## config.mk

```make
export PLATFORM = sky130hd
export DESIGN_NAME = jtcps1_prog_sdram
export DESIGN_NICKNAME = d
export VERILOG_FILES = /design/src/rtl/jtcps1_sdram_pkg.sv /design/src/rtl/jtcps1_sdram_init.sv /design/src/rtl/jtcps1_prog_sdram.sv
export SDC_FILE = /design/constraint.sdc
export NUM_CORES = 1
export LEC_CHECK = 0
export BUFFER_PORTS_ARGS = -buffer_cell sky130_fd_sc_hd__buf_2
export CAP_MARGIN = 20
export CORE_MARGIN = 2
export CORE_UTILIZATION = 60
export CTS_BUF_LIST = sky130_fd_sc_hd__clkbuf_8
export CTS_CLUSTER_DIAMETER = 200
export DETAILED_ROUTE_END_ITERATION = 12
export PLACE_DENSITY = 0.84
export SYNTH_ARGS = -nofsm -noshare
export SYNTH_HDL_FRONTEND = slang
export SYNTH_SLANG_ARGS = --single-unit
```

## constraint.sdc

```tcl
create_clock -name clk -period 5.7 [get_ports clk]
set_input_delay 0.285 -clock clk [delete_from_list [all_inputs] [get_ports clk]]
set_output_delay 0.285 -clock clk [all_outputs]
set_load 0.02 [all_outputs]
```

## src/rtl/jtcps1_sdram_pkg.sv

```systemverilog
// Shared SDRAM definitions for the CPS1 ROM-download programming port:
// command encodings {cs_n,ras_n,cas_n,we_n}, controller states and address helpers.
package jtcps1_sdram_pkg;

    localparam logic [3:0] CMD_NOP = 4'b0111;
    localparam logic [3:0] CMD_ACT = 4'b0011;
    localparam logic [3:0] CMD_WR  = 4'b0100;
    localparam logic [3:0] CMD_PRE = 4'b0010;
    localparam logic [3:0] CMD_REF = 4'b0001;
    localparam logic [3:0] CMD_MRS = 4'b0000;

    // Address bit that selects auto-precharge on WRITE / all-banks on PRECHARGE
    localparam int AUTOPRE = 10;

    localparam logic [12:0] A_PREALL = 13'd1 << AUTOPRE;

    typedef enum logic [3:0] {
        ST_INIT_WAIT = 4'd0,
        ST_INIT_PRE  = 4'd1,
        ST_INIT_REF  = 4'd2,
        ST_INIT_MODE = 4'd3,
        ST_IDLE      = 4'd4,
        ST_ACT       = 4'd5,
        ST_WRITE     = 4'd6,
        ST_WAIT_WR   = 4'd7,
        ST_REFRESH   = 4'd8
    } state_t;

    // Column address with the auto-precharge bit set
    function automatic logic [12:0] col_addr(input logic [8:0] col);
        return {4'b0000, col} | A_PREALL;
    endfunction

endpackage

```

## src/rtl/jtcps1_sdram_init.sv

```systemverilog
// SDRAM power-up sequencer: wait, PRECHARGE ALL, two REFRESH, LOAD MODE.
// Its command/address outputs are only used until init_done rises.
module jtcps1_sdram_init
    import jtcps1_sdram_pkg::*;
#(
    parameter int          INIT_CYCLES = 4800,
    parameter int          TRFC        = 7,
    parameter logic [12:0] MODE        = 13'h020
) (
    input  logic        clk,
    input  logic        rst_n,
    output logic [3:0]  cmd,
    output logic [12:0] a,
    output logic        init_done
);

    state_t      state_r;
    logic [15:0] cnt_r;
    logic        ref_two_r;

    // Init sequencer: one command per step, fixed recovery gaps between steps
    always_ff @(posedge clk or negedge rst_n) begin
        if (!rst_n) begin
            state_r   <= ST_INIT_WAIT;
            cnt_r     <= 16'd0;
            ref_two_r <= 1'b0;
            cmd       <= CMD_NOP;
            a         <= 13'd0;
            init_done <= 1'b0;
        end else begin
            cmd <= CMD_NOP;
            case (state_r)
                ST_INIT_WAIT: begin
                    if (cnt_r == 16'(INIT_CYCLES - 1)) begin
                        cnt_r   <= 16'd0;
                        cmd     <= CMD_PRE;
                        a       <= A_PREALL;
                        state_r <= ST_INIT_PRE;
                    end else begin
                        cnt_r <= cnt_r + 16'd1;
                    end
                end
                ST_INIT_PRE: begin
                    if (cnt_r == 16'(TRFC - 1)) begin
                        cnt_r     <= 16'd0;
                        cmd       <= CMD_REF;
                        ref_two_r <= 1'b0;
                        state_r   <= ST_INIT_REF;
                    end else begin
                        cnt_r <= cnt_r + 16'd1;
                    end
                end
                ST_INIT_REF: begin
                    if (cnt_r == 16'(TRFC - 1)) begin
                        cnt_r <= 16'd0;
                        if (ref_two_r) begin
                            cmd     <= CMD_MRS;
                            a       <= MODE;
                            state_r <= ST_INIT_MODE;
                        end else begin
                            cmd       <= CMD_REF;
                            ref_two_r <= 1'b1;
                        end
                    end else begin
                        cnt_r <= cnt_r + 16'd1;
                    end
                end
                ST_INIT_MODE: begin
                    if (cnt_r == 16'd1) begin
                        cnt_r     <= 16'd0;
                        a         <= 13'd0;
                        init_done <= 1'b1;
                        state_r   <= ST_IDLE;
                    end else begin
                        cnt_r <= cnt_r + 16'd1;
                    end
                end
                ST_IDLE: begin
                    cnt_r <= 16'd0;
                end
                default: begin
                    cnt_r   <= 16'd0;
                    state_r <= ST_INIT_WAIT;
                end
            endcase
        end
    end

endmodule

```

## src/rtl/jtcps1_prog_sdram.sv

```systemverilog
// ROM-download SDRAM writer: init, single-word writes with auto-precharge,
// periodic refresh and a one-cycle ack per completed write.
// Optional: define JTCPS1_PROG_CHECKSUM_EN to add the prog_sum byte checksum output.
module jtcps1_prog_sdram
    import jtcps1_sdram_pkg::*;
#(
    parameter int          INIT_CYCLES = 4800,
    parameter int          REF_CYCLES  = 374,
    parameter int          TRCD        = 2,
    parameter int          TWRP        = 4,
    parameter int          TRFC        = 7,
    parameter logic [12:0] MODE        = 13'h020
) (
    input  logic        clk,
    input  logic        rst_n,
    input  logic        downloading,
    input  logic [21:0] prog_addr,
    input  logic [7:0]  prog_data,
    input  logic [1:0]  prog_mask,
    input  logic [1:0]  prog_bank,
    input  logic        prog_we,
    output logic        sdram_ack,
    output logic        init_done,
    output logic [3:0]  sdram_cmd,
    output logic [1:0]  sdram_ba,
    output logic [12:0] sdram_a,
    output logic [15:0] sdram_dq,
    output logic        sdram_dq_oe,
    output logic [1:0]  sdram_dqm
`ifdef JTCPS1_PROG_CHECKSUM_EN
   ,output logic [15:0] prog_sum
`endif
);

    logic [3:0]  init_cmd_s;
    logic [12:0] init_a_s;

    state_t      state_r;
    logic [3:0]  cnt_r;
    logic [3:0]  cmd_r;
    logic [12:0] a_r;
    logic [8:0]  col_r;
    logic [7:0]  data_r;
    logic [1:0]  mask_r;
    logic [15:0] ref_cnt_r;
    logic        ref_due_r;
    logic        blank_r;

    logic        req_s;
    logic        ref_issue_s;
    logic        ack_set_s;

    jtcps1_sdram_init #(
        .INIT_CYCLES (INIT_CYCLES),
        .TRFC        (TRFC),
        .MODE        (MODE)
    ) u_init (
        .clk       (clk),
        .rst_n     (rst_n),
        .cmd       (init_cmd_s),
        .a         (init_a_s),
        .init_done (init_done)
    );

    // The sequencer owns cmd/a until init completes; both sources are registers
    assign sdram_cmd = init_done ? cmd_r : init_cmd_s;
    assign sdram_a   = init_done ? a_r   : init_a_s;

    // blank covers the ack cycle and the one after, hiding a stale prog_we
    assign req_s       = prog_we && downloading && !sdram_ack && !blank_r;
    assign ref_issue_s = (state_r == ST_IDLE) && ref_due_r;
    assign ack_set_s   = (state_r == ST_WAIT_WR) && (cnt_r == 4'(TWRP));

    // Refresh interval counter; runs free once init is done
    always_ff @(posedge clk or negedge rst_n) begin
        if (!rst_n) begin
            ref_cnt_r <= 16'd0;
            ref_due_r <= 1'b0;
        end else if (!init_done) begin
            ref_cnt_r <= 16'd0;
            ref_due_r <= 1'b0;
        end else if (ref_cnt_r == 16'(REF_CYCLES - 1)) begin
            ref_cnt_r <= 16'd0;
            ref_due_r <= 1'b1;
        end else begin
            ref_cnt_r <= ref_cnt_r + 16'd1;
            if (ref_issue_s) begin
                ref_due_r <= 1'b0;
            end else begin
                ref_due_r <= ref_due_r;
            end
        end
    end

    // Delayed ack, second half of the blank window
    always_ff @(posedge clk or negedge rst_n) begin
        if (!rst_n) begin
            blank_r <= 1'b0;
        end else begin
            blank_r <= sdram_ack;
        end
    end

    // Main controller: refresh has priority over a pending write request
    always_ff @(posedge clk or negedge rst_n) begin
        if (!rst_n) begin
            state_r     <= ST_INIT_WAIT;
            cnt_r       <= 4'd0;
            cmd_r       <= CMD_NOP;
            a_r         <= 13'd0;
            sdram_ba    <= 2'd0;
            sdram_dq    <= 16'd0;
            sdram_dq_oe <= 1'b0;
            sdram_dqm   <= 2'b11;
            sdram_ack   <= 1'b0;
            col_r       <= 9'd0;
            data_r      <= 8'd0;
            mask_r      <= 2'b11;
        end else begin
            cmd_r       <= CMD_NOP;
            sdram_ack   <= 1'b0;
            sdram_dq_oe <= 1'b0;
            sdram_dqm   <= 2'b11;
            case (state_r)
                ST_INIT_WAIT: begin
                    if (init_done) begin
                        state_r <= ST_IDLE;
                    end else begin
                        state_r <= ST_INIT_WAIT;
                    end
                end
                ST_IDLE: begin
                    cnt_r <= 4'd0;
                    if (ref_due_r) begin
                        cmd_r   <= CMD_REF;
                        state_r <= ST_REFRESH;
                    end else if (req_s) begin
                        col_r    <= prog_addr[8:0];
                        data_r   <= prog_data;
                        mask_r   <= prog_mask;
                        cmd_r    <= CMD_ACT;
                        sdram_ba <= prog_bank;
                        a_r      <= prog_addr[21:9];
                        state_r  <= ST_ACT;
                    end else begin
                        state_r <= ST_IDLE;
                    end
                end
                ST_ACT: begin
                    if (cnt_r == 4'(TRCD - 1)) begin
                        cnt_r       <= 4'd0;
                        cmd_r       <= CMD_WR;
                        a_r         <= col_addr(col_r);
                        sdram_dq    <= {data_r, data_r};
                        sdram_dqm   <= mask_r;
                        sdram_dq_oe <= 1'b1;
                        state_r     <= ST_WRITE;
                    end else begin
                        cnt_r <= cnt_r + 4'd1;
                    end
                end
                ST_WRITE: begin
                    cnt_r   <= 4'd0;
                    state_r <= ST_WAIT_WR;
                end
                ST_WAIT_WR: begin
                    if (ack_set_s) begin
                        cnt_r     <= 4'd0;
                        sdram_ack <= 1'b1;
                        state_r   <= ST_IDLE;
                    end else begin
                        cnt_r <= cnt_r + 4'd1;
                    end
                end
                ST_REFRESH: begin
                    if (cnt_r == 4'(TRFC - 1)) begin
                        cnt_r   <= 4'd0;
                        state_r <= ST_IDLE;
                    end else begin
                        cnt_r <= cnt_r + 4'd1;
                    end
                end
                default: begin
                    cnt_r   <= 4'd0;
                    state_r <= ST_INIT_WAIT;
                end
            endcase
        end
    end

`ifdef JTCPS1_PROG_CHECKSUM_EN
    logic dl_r;

    // Running byte sum of written data, restarted at each download start
    always_ff @(posedge clk or negedge rst_n) begin
        if (!rst_n) begin
            dl_r     <= 1'b0;
            prog_sum <= 16'd0;
        end else begin
            dl_r <= downloading;
            if (downloading && !dl_r) begin
                prog_sum <= 16'd0;
            end else if (ack_set_s) begin
                prog_sum <= prog_sum + {8'd0, data_r};
            end else begin
                prog_sum <= prog_sum;
            end
        end
    end
`endif

endmodule
```

==> summary.txt <==
=====================================================================================================
Fraction of the mapped netlist area in compound gates                                          6.498%
Setup repair after global routing missed its margin                                                no
Slowest stage cell on the critical path                                                      and4bb_2
Count of unique library cells instantiated by Yosys                                                66
Final design instance area without fill                                                    5470 sq um
Largest net degree at the start of global routing                                                  72
Clock root buffer                                                                            clkbuf_8
Wire length of the first global-routing pass                                                 15320 um
Worst setup path start                                                                   state_r[1]$_DFFE_PN0P_
Number of buffers created by CTS                                                                    9
Number of nets still failing antenna checks after routing                                           0
FP Rows                                                                                            33
N_diodes                                                                                            0
Aggregate negative setup slack                                                                   0 ns
Post-synthesis instance area                                                               4948 sq um
Number of cells on the critical path                                                                5
Share of synthesized registers carrying an async set or reset                                  100.0%
GPL Wtd Cong                                                                                   0.8484
Routed Wire Length                                                                            9442 um
Proportion of synthesized area in mux cells                                                    8.268%
Post-synthesis share of cell area spent on full adders, half adders and majority gates         2.503%
Post-cts resize count                                                                               0
Total routing resource utilization after global routing                                        21.64%
H-tree levels                                                                                       3
Number of buffer and inverter stages on the critical path                                           0
Transition time at the pin with the least slew margin                                       0.8571 ns
Number of flip-flops and latches in the synthesized netlist                                       101
Layout cells sized above 1                                                                     29.58%
Destination of the worst register-to-register timing path                                a_r[1]$_DFFE_PN0P_
Width of the chip                                                                            94.82 um
Finish-stage setup viols                                                                            0
Switching power                                                                           0.0002644 W
Number of top-level pins                                                                           78
Global route total overflow                                                                         0
Number of flops mapped to enable cells by yosys                                                     0
Register area share after synthesis                                                            51.33%
Count of TritonRoute iterations in the first routing pass                                           4
Hold Vio Cnt, Final                                                                                 0
Vertical die dimension                                                                       94.82 um
Crit path kind                                                                                reg2reg
Leakage component of the power                                                               2.565 nW
Combinational family with the most area after synthesis                                  simple AND/OR/NAND/NOR gates
Total of buffers placed on input and output ports                                                  76
Core Area                                                                                  8093 sq um
Fin nets                                                                                          566
Die Footprint                                                                              8990 sq um
Max Clock Freq                                                                             0.4706 GHz
Switching Share                                                                                21.83%
Count of hold-fix buffers inserted at cts                                                           1
Worst Path Required                                                                           5.98 ns
Power Internal                                                                            0.0009470 W
Ys Warns                                                                                            0
Detail Placement HPWL                                                                         6690 um
Antenna violations before repair                                                                    0
Largest incremental delay on the critical path                                                0.61 ns
Share of the cycle needed by the critical path after routing                                   37.28%
Kind of end point of the critical path                                                      flip-flop
Worst Path Arrival                                                                            2.40 ns
CTS tree                                                                                          yes
Result of the run                                                                           completed
Flop pwr share                                                                                  59.5%
Maximum fanout along the worst path                                                                19
Clk Latency, worst-skew pair                                                                  0.36 ns
Worst reg-to-reg path cell count                                                                    5
CTS clock-pin slew for the worst setup and hold paths                                         0.11 ns
Worst voltage drop across the vdd grid                                                      0.1699 mV
Clk sink count                                                                                    101
Via/cell ratio                                                                                  5.520
WL per Instance                                                                              15.01 um
Worst setup SP type                                                                         flip-flop
Launching point of the worst reg2reg path                                                state_r[1]$_DFFE_PN0P_
Final number of max-transition violations                                                           0
Reg2Reg Setup Slack                                                                           3.57 ns
Power Density                                                                            221.4 nW/um^2
Worst Skew                                                                                 0.01617 ns
Clock period minus worst slack                                                               2.125 ns
Remaining design rule violation count                                                               0
Post-detailed-placement cell area                                                          5233 sq um
Total Power                                                                                0.001211 W
Final critical-path setup slack                                                              3.575 ns
Crit path cell chain                                                                     and4bb_2, nand3_2, o31ai_4, nor2_1, a21oi_1
Number of buffers on the longest clock path                                                         2
Clk network pwr share                                                                           37.6%
Most frequently used flop master after synthesis                                              dfrtp_1
Per-instance average area after synthesis                                                 10.85 sq um
Post-synthesis share of cell area spent on xor and xnor gates                                  5.310%
Critical Path Sink                                                                       a_r[1]$_DFFE_PN0P_
Fraction of the mapped netlist area in simple logic gates                                      20.30%
Syn Inst Count                                                                                    456
Max Cap Violations                                                                                  0
Slew margin rel.                                                                               42.86%
Net count of the mapped netlist                                                                   503
Vias in the first global route                                                                   3341
Area grow syn2layout                                                                           10.54%
Path class of the lowest-slack min-delay path                                                  in2reg
Combinational cell fraction of total power                                                       2.8%
DRT iter0 DRCs                                                                                    151
# Post-CTS Setup Buffers                                                                            0
Via count                                                                                        3472
Top delay family on crit path                                                            simple AND/OR/NAND/NOR gates
Initial Utilization                                                                            61.15%
Worst slack, placed                                                                          3.359 ns
=====================================================================================================
flip-flops by register name (all words and copies together) (netlist names), 2 cells and up:
| register | flops |
|---|---|
| sdram_dq | 8 |
| col_r | 9 |
| a_r | 13 |
| sdram_dqm | 2 |
| ref_cnt_r | 16 |
| cmd_r | 3 |
| cnt_r | 4 |
| mask_r | 2 |
| state_r | 4 |
| data_r | 8 |
| u_init.cnt_r | 16 |
| u_init.cmd | 3 |
| sdram_ba | 2 |
| u_init.state_r | 3 |
| u_init.a | 2 |
per-stage QoR:
step                hold WS, ns  utilization, %  std cells
floorplan              -0.01059               -        456
detailed placement       0.2405           64.66        611
CTS                      0.1423           67.25        628
global placement         0.2402           64.66        611
finish                   0.1489           67.59        629
global route             0.1489           67.59        629
power by group through the flow:
stage	combinational, W	clock (W)	sequential, W
finish	0.0000344	0.000456	0.000721
detailed placement	0.0000351	0	0.000735
CTS	0.0000356	0.000466	0.000721
global route	0.0000398	0.000492	0.000722
global placement	0.0000340	0	0.000735
floorplan	0.00000697	0	0.000735
worst min-delay path by stage:
| stage | startpoint | end | slack (ns) | cells past startpoint |
|---|---|---|---|---|
| finish | prog_data[5] | data_r[5]$_DFFE_PN0P_ | 0.15 | 2 |
| global route | prog_data[5] | data_r[5]$_DFFE_PN0P_ | 0.15 | 2 |
| CTS | prog_data[5] | data_r[5]$_DFFE_PN0P_ | 0.14 | 2 |
| detailed placement | rst_n | ref_cnt_r[12]$_DFF_PN0_ | 0.24 | 1 |
| global placement | rst_n | ref_cnt_r[11]$_DFF_PN0_ | 0.24 | 1 |
| floorplan | rst_n | a_r[0]$_DFFE_PN0P_ | -0.01 | 0 |
cell usage in the layout (no fill, tap or decap), types with 3 or more instances in the layout:
master	synthesis	final
buf_2	3	75
inv_1	11	12
a22o_1	3	3
nor3_1	8	8
or2_2	3	3
dfrtp_1	91	91
clkbuf_8	1	10
mux2_2	26	26
nand3_1	15	15
dfstp_2	10	10
ha_1	9	9
nand2_1	46	46
o21ai_0	9	9
nand4_1	9	9
and3_1	3	3
a21oi_1	21	21
xnor2_1	14	14
nor2_1	65	65
and2_1	11	11
mux2i_1	9	9
xor2_1	16	16
layer usage:
metal	global-route usage, %	vias to the layer above	part of all wire (%)
met2	35.52	60	51
met3	3.352	10	3.2
met5	0	-	0
met1	29.49	1746	45
met4	7.367	0	1.1
li1	-	1656	-
final cells by class:
type | instances | area (sq um)
Tap cell | 105 | 131.4
Timing Repair Buffer | 79 | 427.9
Sequential cell | 101 | 2540
Multi-Input combinational cell | 316 | 2126
Clock inverter | 6 | 62.56
Clock buffer | 10 | 137.6
Fill cell | 621 | 2623
Inverter | 12 | 45.04
kinds of logic after synthesis:
family	Yosys count
xor gates and xnor gates	30
muxes	37
DFF	101
adders and majority gates	10
buffers and inverters	39
other	1
and+or+nand+nor	191
AOI/OAI and AO/OA	47
cells in the mapped netlist, types with 2 or more instances:
cell	n	area share (%)
and2_1	11	1.4
a22o_1	3	0.53
a21oi_1	21	2.1
clkbuf_1	4	0.30
nor3_1	8	0.81
ha_1	9	2.3
nor4_1	2	0.25
nor4_4	2	0.86
nand2b_1	2	0.25
nand4_1	9	1.1
and4bb_2	2	0.51
or2_2	3	0.38
nand3b_1	2	0.30
nand2_1	46	3.5
xor2_1	16	2.8
nand3_1	15	1.5
inv_1	11	0.83
dfrtp_1	91	46
buf_6	7	1.6
o21ai_0	9	0.91
a21o_1	2	0.30
and4_2	2	0.40
nor3_2	2	0.40
dfstp_2	10	5.3
buf_4	11	1.7
mux2_2	26	5.9
xnor2_1	14	2.5
buf_2	3	0.30
and3_1	3	0.38
nor4b_1	2	0.35
nor2_1	65	4.9
mux2i_1	9	1.8
Power figures use the tool's default switching activity.
